`src/rtl/fmac_rx_port_arb.sv`:
```
// Per-packet round-robin arbiter: moves one whole packet from one of two FMAC RX ports into
// the shared host data FIFO, then writes a count word {bcnt, err, port}.
module fmac_rx_port_arb #(
  parameter int          DATA_WIDTH = 64,
  parameter int          BCNT_WIDTH = 32,
  parameter int          RD_LAT     = 1,
  parameter logic [15:0] MAX_BCNT   = 16'd9600
) (
  input  logic                  clk_fib,
  input  logic                  reset_,
  input  logic [1:0]            fib_rx_mac_data_empty,
  input  logic [1:0]            fib_rx_mac_ipcs_empty,
  input  logic [DATA_WIDTH-1:0] fib_rx_mac_pkt_data0,
  input  logic [DATA_WIDTH-1:0] fib_rx_mac_pkt_data1,
  input  logic [63:0]           fib_rx_mac_ipcs_data0,
  input  logic [63:0]           fib_rx_mac_ipcs_data1,
  output logic [1:0]            fib_rx_mac_rd,
  output logic [1:0]            fib_rx_mac_ipcs_rd,
  input  logic                  rf_afull,
  input  logic                  rcf_full,
  output logic                  wren_rf,
  output logic [DATA_WIDTH-1:0] datain_rf,
  output logic                  wren_rcf,
  output logic [BCNT_WIDTH-1:0] datain_rcf,
  output logic                  grant_port,
  output logic [4:0]            arb_state
);

  localparam logic [4:0] S_IDLE   = 5'b00001;
  localparam logic [4:0] S_GRANT  = 5'b00010;
  localparam logic [4:0] S_LDCNT  = 5'b00100;
  localparam logic [4:0] S_RDDATA = 5'b01000;
  localparam logic [4:0] S_DRAIN  = 5'b10000;

  // RD_LAT is 1..3, so a 2-bit wait counter always suffices.
  localparam logic [1:0] LAT_LAST = 2'(RD_LAT - 1);

  logic [4:0]            state_q, state_d;
  logic                  last_grant_q, last_grant_d;
  logic                  grant_q, grant_d;
  logic [1:0]            lat_q, lat_d;
  logic [15:0]           bcnt_q, bcnt_d;
  logic                  err_q, err_d;
  logic [13:0]           words_left_q, words_left_d;
  logic [RD_LAT:0]       rd_pipe_q;
  logic [DATA_WIDTH-1:0] datain_rf_q;
  logic                  wren_rcf_q, wren_rcf_d;
  logic [BCNT_WIDTH-1:0] datain_rcf_q, datain_rcf_d;

  logic [1:0]            req;
  logic [1:0]            port_sel;
  logic [15:0]           ipcs_bcnt;
  logic [16:0]           bcnt_rnd;
  logic [13:0]           words_new;
  logic                  data_empty_g;
  logic                  rd_g;
  logic                  in_flight;
  logic                  unused_ipcs;

  assign req          = ~fib_rx_mac_ipcs_empty & ~fib_rx_mac_data_empty;
  assign port_sel     = grant_q ? 2'b10 : 2'b01;
  assign ipcs_bcnt    = grant_q ? fib_rx_mac_ipcs_data1[63:48] : fib_rx_mac_ipcs_data0[63:48];
  assign unused_ipcs  = ^{fib_rx_mac_ipcs_data0[47:0], fib_rx_mac_ipcs_data1[47:0]};

  // 14-bit word count so that even bcnt=16'hFFFF rounds up without wrapping.
  assign bcnt_rnd     = {1'b0, ipcs_bcnt} + 17'd7;
  assign words_new    = bcnt_rnd[16:3];

  assign data_empty_g = grant_q ? fib_rx_mac_data_empty[1] : fib_rx_mac_data_empty[0];
  assign rd_g         = (state_q == S_RDDATA) && (words_left_q != 14'd0) && !data_empty_g;
  assign in_flight    = |rd_pipe_q[RD_LAT-1:0];

  assign fib_rx_mac_rd      = rd_g ? port_sel : 2'b00;
  assign fib_rx_mac_ipcs_rd = (state_q == S_GRANT) ? port_sel : 2'b00;
  assign wren_rf            = rd_pipe_q[RD_LAT];
  assign datain_rf          = datain_rf_q;
  assign wren_rcf           = wren_rcf_q;
  assign datain_rcf         = datain_rcf_q;
  assign grant_port         = grant_q;
  // Debug view reads all-zero while reset is held, IDLE otherwise.
  assign arb_state          = state_q & {5{reset_}};

  always_comb begin
    state_d      = state_q;
    last_grant_d = last_grant_q;
    grant_d      = grant_q;
    lat_d        = lat_q;
    bcnt_d       = bcnt_q;
    err_d        = err_q;
    words_left_d = words_left_q;
    wren_rcf_d   = 1'b0;
    datain_rcf_d = datain_rcf_q;

    case (state_q)
      S_IDLE: begin
        if (!rf_afull && !rcf_full && (req != 2'b00)) begin
          state_d = S_GRANT;
          grant_d = (req == 2'b11) ? ~last_grant_q : req[1];
        end
      end
      S_GRANT: begin
        state_d = S_LDCNT;
        lat_d   = 2'd0;
      end
      S_LDCNT: begin
        if (lat_q == LAT_LAST) begin
          bcnt_d       = ipcs_bcnt;
          words_left_d = words_new;
          err_d        = (ipcs_bcnt == 16'd0) || (ipcs_bcnt > MAX_BCNT);
          state_d      = (ipcs_bcnt == 16'd0) ? S_DRAIN : S_RDDATA;
        end else begin
          lat_d = lat_q + 2'd1;
        end
      end
      S_RDDATA: begin
        if (rd_g) begin
          words_left_d = words_left_q - 14'd1;
          if (words_left_q == 14'd1) state_d = S_DRAIN;
        end
      end
      S_DRAIN: begin
        // Once no read is awaiting its data the final data write is already registered,
        // so the count word lands strictly after it.
        if (!in_flight) begin
          wren_rcf_d   = 1'b1;
          datain_rcf_d = {bcnt_q, {(BCNT_WIDTH-18){1'b0}}, err_q, grant_q};
          last_grant_d = grant_q;
          state_d      = S_IDLE;
        end
      end
      default: state_d = S_IDLE;
    endcase
  end

  always_ff @(posedge clk_fib or negedge reset_) begin
    if (!reset_) begin
      state_q      <= S_IDLE;
      last_grant_q <= 1'b1;
      grant_q      <= 1'b0;
      lat_q        <= 2'd0;
      bcnt_q       <= 16'd0;
      err_q        <= 1'b0;
      words_left_q <= 14'd0;
      rd_pipe_q    <= '0;
      datain_rf_q  <= '0;
      wren_rcf_q   <= 1'b0;
      datain_rcf_q <= '0;
    end else begin
      state_q      <= state_d;
      last_grant_q <= last_grant_d;
      grant_q      <= grant_d;
      lat_q        <= lat_d;
      bcnt_q       <= bcnt_d;
      err_q        <= err_d;
      words_left_q <= words_left_d;
      rd_pipe_q    <= {rd_pipe_q[RD_LAT-1:0], rd_g};
      wren_rcf_q   <= wren_rcf_d;
      datain_rcf_q <= datain_rcf_d;
      // Read data is valid RD_LAT cycles after the strobe; capture it then.
      if (rd_pipe_q[RD_LAT-1]) begin
        datain_rf_q <= grant_q ? fib_rx_mac_pkt_data1 : fib_rx_mac_pkt_data0;
      end
    end
  end

endmodule

```
`config.mk`:
```
export PLATFORM = sky130hd
export DESIGN_NAME = fmac_rx_port_arb
export DESIGN_NICKNAME = d
export VERILOG_FILES = /design/src/rtl/fmac_rx_port_arb.sv
export SDC_FILE = /design/constraint.sdc
export NUM_CORES = 1
export LEC_CHECK = 0
export CORE_ASPECT_RATIO = 0.75
export CORE_MARGIN = 8
export CORE_UTILIZATION = 39
export DETAILED_ROUTE_END_ITERATION = 10
export GPL_TIMING_DRIVEN = 0
export PLACE_DENSITY_LB_ADDON = 0.3
export REMOVE_ABC_BUFFERS = 1
export SLEW_MARGIN = 15
export SYNTH_ARGS = -nofsm -noshare
export SYNTH_HDL_FRONTEND = slang
export SYNTH_SLANG_ARGS = --single-unit
```
`constraint.sdc`:
```
create_clock -name clk_fib -period 2.5 [get_ports clk_fib]
set_input_delay 0.625 -clock clk_fib [delete_from_list [all_inputs] [get_ports clk_fib]]
set_output_delay 0.625 -clock clk_fib [all_outputs]
set_load 0.01 [all_outputs]
```
Word level (Yosys, flattened, before mapping)
Index checks and enable logic that the tools add are counted.
- register bits: 125
- output and inout bits: 108
- eq/ne operators: 13
- reductions and logical operators: 20
- muxes and demuxes: 21
- bitwise logic cells: 6
- magnitude comparators: 1
- add/sub/neg operators: 3
- operators by type and width (operator ; number):
    64-bit 2-to-1 mux ; 1
    5-bit 2-to-1 mux ; 6
    14-bit 2-to-1 mux ; 2
    14-bit one-hot mux with 2 select lines ; 1
    5-bit one-hot mux with 5 select lines ; 1
    16-bit by 3-bit adder with 17-bit output, second input constant ; 1
    16-bit by 14-bit greater-than comparator with 1-bit output, second input constant ; 1
    16-bit zero test ; 1
    16-bit 2-to-1 mux ; 1
    14-bit by 1-bit equality test with 1-bit output, second input constant ; 1
    14-bit nonzero test ; 1
    14-bit by 1-bit subtractor with 14-bit output, second input constant ; 1
    2-bit != test, second input constant ; 5
    2-bit 2-to-1 mux ; 4
    2-bit AND reduction ; 4
    2-bit nonzero test ; 3
    5-bit bitwise AND ; 1
    5-bit by 1-bit equality test with 1-bit output, second input constant ; 1
    5-bit by 2-bit equality test with 1-bit output, second input constant ; 1
    5-bit by 3-bit equality test with 1-bit output, second input constant ; 1
    5-bit by 4-bit equality test with 1-bit output, second input constant ; 1
    5-bit equality test, second input constant ; 1
    5-bit AND reduction ; 1
    1-bit logical AND ; 4
    other kinds (12) ; 19

Logic depth before layout (Yosys ltp)
- depth in word-level cells: 6
- mapped depth: 8

Worst setup path before layout
Ideal clock, no wire load.
- path type: register to output
- start: reg state_q[1]
- end: out fib_rx_mac_rd[0]
- data arrival time: 1777 ps
- cell stages (with the launch flop): 6
- path slack: 98 ps
- cells stage by stage: dfrtp_1 > or3_1 > nor3_1 > and2_1 > clkbuf_1 > nor2b_1
- cells in the longest elaborated chain, start to end: 4
- RTL lines (item ; RTL line ; source):
    from (decl) ; 38 ; logic [4:0] state_q, state_d;
    from (signal assigned) ; 149 ; state_q <= state_d;
    5-bit by 4-bit equality test with 1-bit output ; 70 ; assign rd_g = (state_q == S_RDDATA) && (words_left_q != 14'd0) && !data_empty_g;
    1-bit logical AND (2 in a row) ; 70 ;
    via rd_g ; 56 ; logic rd_g;
    2-bit 2-to-1 mux ; 73 ; assign fib_rx_mac_rd = rd_g ? port_sel : 2'b00;
    to (decl) ; 17 ; output logic [1:0] fib_rx_mac_rd,
The timed path passes the listed nets, and every way through them passes these cells.

Worst setup path after layout
- start: reg grant_q, in the netlist grant_port
- end: out fib_rx_mac_rd[0]
- cells in the longest elaborated chain, start to end: 4
- elaborated cells between the ends (all ways): 5
- classes of those cells: mux (3); reduce/logical (2)
- RTL lines (item ; RTL line ; source):
    from (decl) ; 40 ; logic grant_q, grant_d;
    from (signal assigned) ; 151 ; grant_q <= grant_d;
    1-bit 2-to-1 mux ; 69 ; assign data_empty_g = grant_q ? fib_rx_mac_data_empty[1] : fib_rx_mac_data_empty[0];
    1-bit zero test ; 70 ;
    1-bit logical AND ; 70 ;
    2-bit 2-to-1 mux * ; 73 ;
Every way passes the cells marked *; elsewhere a longest branch is shown, timed or not.

==> impl_metrics.ini <==
[cts]
cts_tree = built
cts_made_buffers = 17
insertion_delay_ps = 430
path_clk_slew_ps = 60
htree_levels = 4
cts.sinks = 125
cts_root_buffer = clkbuf_16
cts_hold_buf = 0
cts_buffer_depth = 2

[power_and_ir_drop]
design_power_total_mw = 8.91
powerDensity_nw_per_um2 = 854
p_leak_nw = 4.21
peakVddDrop_uv = 458

[floorplanning]
rows = 41
die_width_um = 165
core-area_sq_um = 16600
ios = 372
die_h_um = 128
initial_utilization_pct = 39.2
die-area_sq_um = 21100

[placement]
dp_hpwl_um = 15700
gp_congestion = 0.820
dp_cells = 1098
port_buffers = 261

[grt]
grt_pass1_wl_um = 34000
use_met3_pct = 10.9
grt_max_degree = 76
use_met1_pct = 24.7
gr-total-overflow = 0
antenna_found_initial = 1
grt_util_met2_pct = 32.8
grt.busiest_layer = met2
grt_usage_pct = 20.9
first_global_vias = 6161

[sta]
slew_headroom_pct = 40.9
clock.fmax_ghz = 0.386
tns_ps = -149
maxSlewViolCount = 0
finalCritPeriodShare_pct = 104
whs_ps = 61.1
layout_min_cycle_time_ps = 2590
rsz0062_at_grt = true
hold_viol_final = 0
fin_skew_ps = 13.9
setup_viol = 2
worst_slew_pin_slew_ps = 887
setup_ws_ps = -88.9

[yosys]
synth_compound_area_share_pct = 12.6
async_flop_share_pct = 100
synth_top_family_by_area = simple AND/OR/NAND/NOR gates
synth-edff-count = 0
synth_xor_area_share_pct = 1.08
ys_warn_count = 0
muxShareOfSynthArea_pct = 16.1
yosys.area_share.simple_pct = 16.6
synthAdderAreaFrac_pct = 0.771
ys_ff_latch = 125
syn_area_sq_um = 6490
synthFlopType = dfrtp_1
netlist-cell-type-count = 58
ys_seq_area_share_pct = 48.3
netlist_instances = 652
synthesis.area_per_instance_sq_um = 9.95

[worst_setup_path]
cp.required_ps = 1880
path_cells = buf_16 > mux2_4 > nor3_4 > and2_4 > nor2b_4 > buf_6
crit_path_max_incr_delay_ps = 500
ff2ff_path_depth = 6
critPathTopFamily = flip-flops
rrSetupSlack_ps = 60
arrival_ps = 1960
startpoint_type = register
critPathLaunch = grant_port
r2r-end = words_left_q[5]
setup.worst_path.end_class = primary output
reg2reg_from = grant_port
cp_max_fo = 3
critical_path_class = register to primary output
slowest_stage = dfrtp_4
path_buf_inv = 2

[final_layout]
nets = 1196
final-instance-count-excl-fill = 1156
antenna_cells = 0
multi_input_area_sq_um = 3270
final_util_pct = 62.9
seqCellArea_sq_um = 3150
final_common_cell = clkdlybuf4s50_1
layout-drive-gt1-share_pct = 13.3
fillCellCount = 1365
layout_common_cells = 256 x clkdlybuf4s50_1, 115 x dfrtp_1, 108 x nor2_1
area_delta_synth_final_pct = 60.7

[detailed_routing]
vias = 6099
wl_per_cell_um = 19.4
drtIter0Drc = 372
via_per_inst = 5.28
totalWireLength_um = 22400
ant_nets = 0
first_pass_iters = 5
drc = 0

[run]
drv_cap = 0

[min_path]
holdCritPathClass = primary input to async pin

[status]
run_status = finished, violations left
violations = setup timing
-- power breakdown --
group          leakage [nW]  internal [mW]  switching (mW)
logic                  2.61           1.76            1.54
registers              1.30           2.52           0.404
clock network         0.306           1.73           0.956
total                  4.21           6.01            2.90
-- worst max-delay path by stage --
| stage | to | depth (start not counted) |
|---|---|---|
| floorplan | words_left_q[5] | 5 |
| global placement | arb_state[0] | 3 |
| detailed placement | fib_rx_mac_rd[0] | 6 |
| CTS | fib_rx_mac_rd[0] | 6 |
| global route | fib_rx_mac_rd[0] | 6 |
| finish | fib_rx_mac_rd[0] | 6 |
-- worst register-to-register path, delay by kind of cell, from the launching register on --
kind,cells,cell delay [ps]
DFF,1,500
and+or+nand+nor,2,1040
xor gates and xnor gates,1,140
muxes,1,260
AOI/OAI and AO/OA,1,170
buffers and inverters,1,230
-- synthesized netlist by cell type (all sizes together), types with 5 or more instances --
cell type / instances / area, sq um
mux2i: 80 / 808
nand2: 18 / 67.6
and3: 5 / 31.3
o21ai: 17 / 85.1
a31oi: 5 / 31.3
nor4: 13 / 118
nand3: 12 / 60.1
nor3: 12 / 65.1
dfrtp: 123 / 3080
a21oi: 87 / 435
nor2: 108 / 405
buf: 28 / 183
inv: 8 / 30.0
and2: 7 / 43.8
mux2: 21 / 236
clkbuf: 22 / 82.6
nor2b: 5 / 31.3
nand4: 9 / 56.3
-- sequential cells by signal, indices dropped and copies added (netlist names) --
signal,flops
grant_port,1
rd_pipe_q,2
bcnt_q,16
state_q,5
datain_rcf,18
lat_q,2
err_q,1
wren_rcf,1
last_grant_q,1
datain_rf,64
words_left_q,14
-- routing by layer --
layer / vias up / part of all wire [%]
met5: - / 0.058
met4: 2 / 1.2
met3: 25 / 12
met2: 263 / 47
met1: 2915 / 39
li1: 2894 / -
-- cell type report --
| cell class | count | share of cell area (%) |
|---|---|---|
| multi-input combinational | 482 | 31.4 |
| tap | 215 | 2.58 |
| clock inverter | 13 | 1.80 |
| clock buffer | 19 | 4.34 |
| sequential | 125 | 30.2 |
| timing repair buffer | 294 | 29.5 |
| inverter | 8 | 0.288 |
-- through the flow --
stage / area, sq um / setup WS, ps
after floorplan: 6270 / -2520
after global placement: 9150 / -4710
after detailed placement: 9350 / -1030
after CTS: 10300 / -173
after global routing: 10400 / -139
final: 10400 / -88.9
-- logic make-up after synthesis --
logic type               Yosys count
multiplexers                     101
AND/OR/NAND/NOR                  214
AO/OA/AOI/OAI                    141
XOR/XNOR                           8
flip-flops                       125
buffers and inverters             58
adder cells (fa/ha/maj)            4
other                              1
-- what timing repair did --
action                                  4_1_cts  5_1_grt
endpoints found under the setup margin       15       13
buffers inserted                             13        9
pin swaps                                     5        7
gates resized for setup                      29       17
gates cloned                                  4        0
Note: power is estimated with default switching activity, not from simulation.
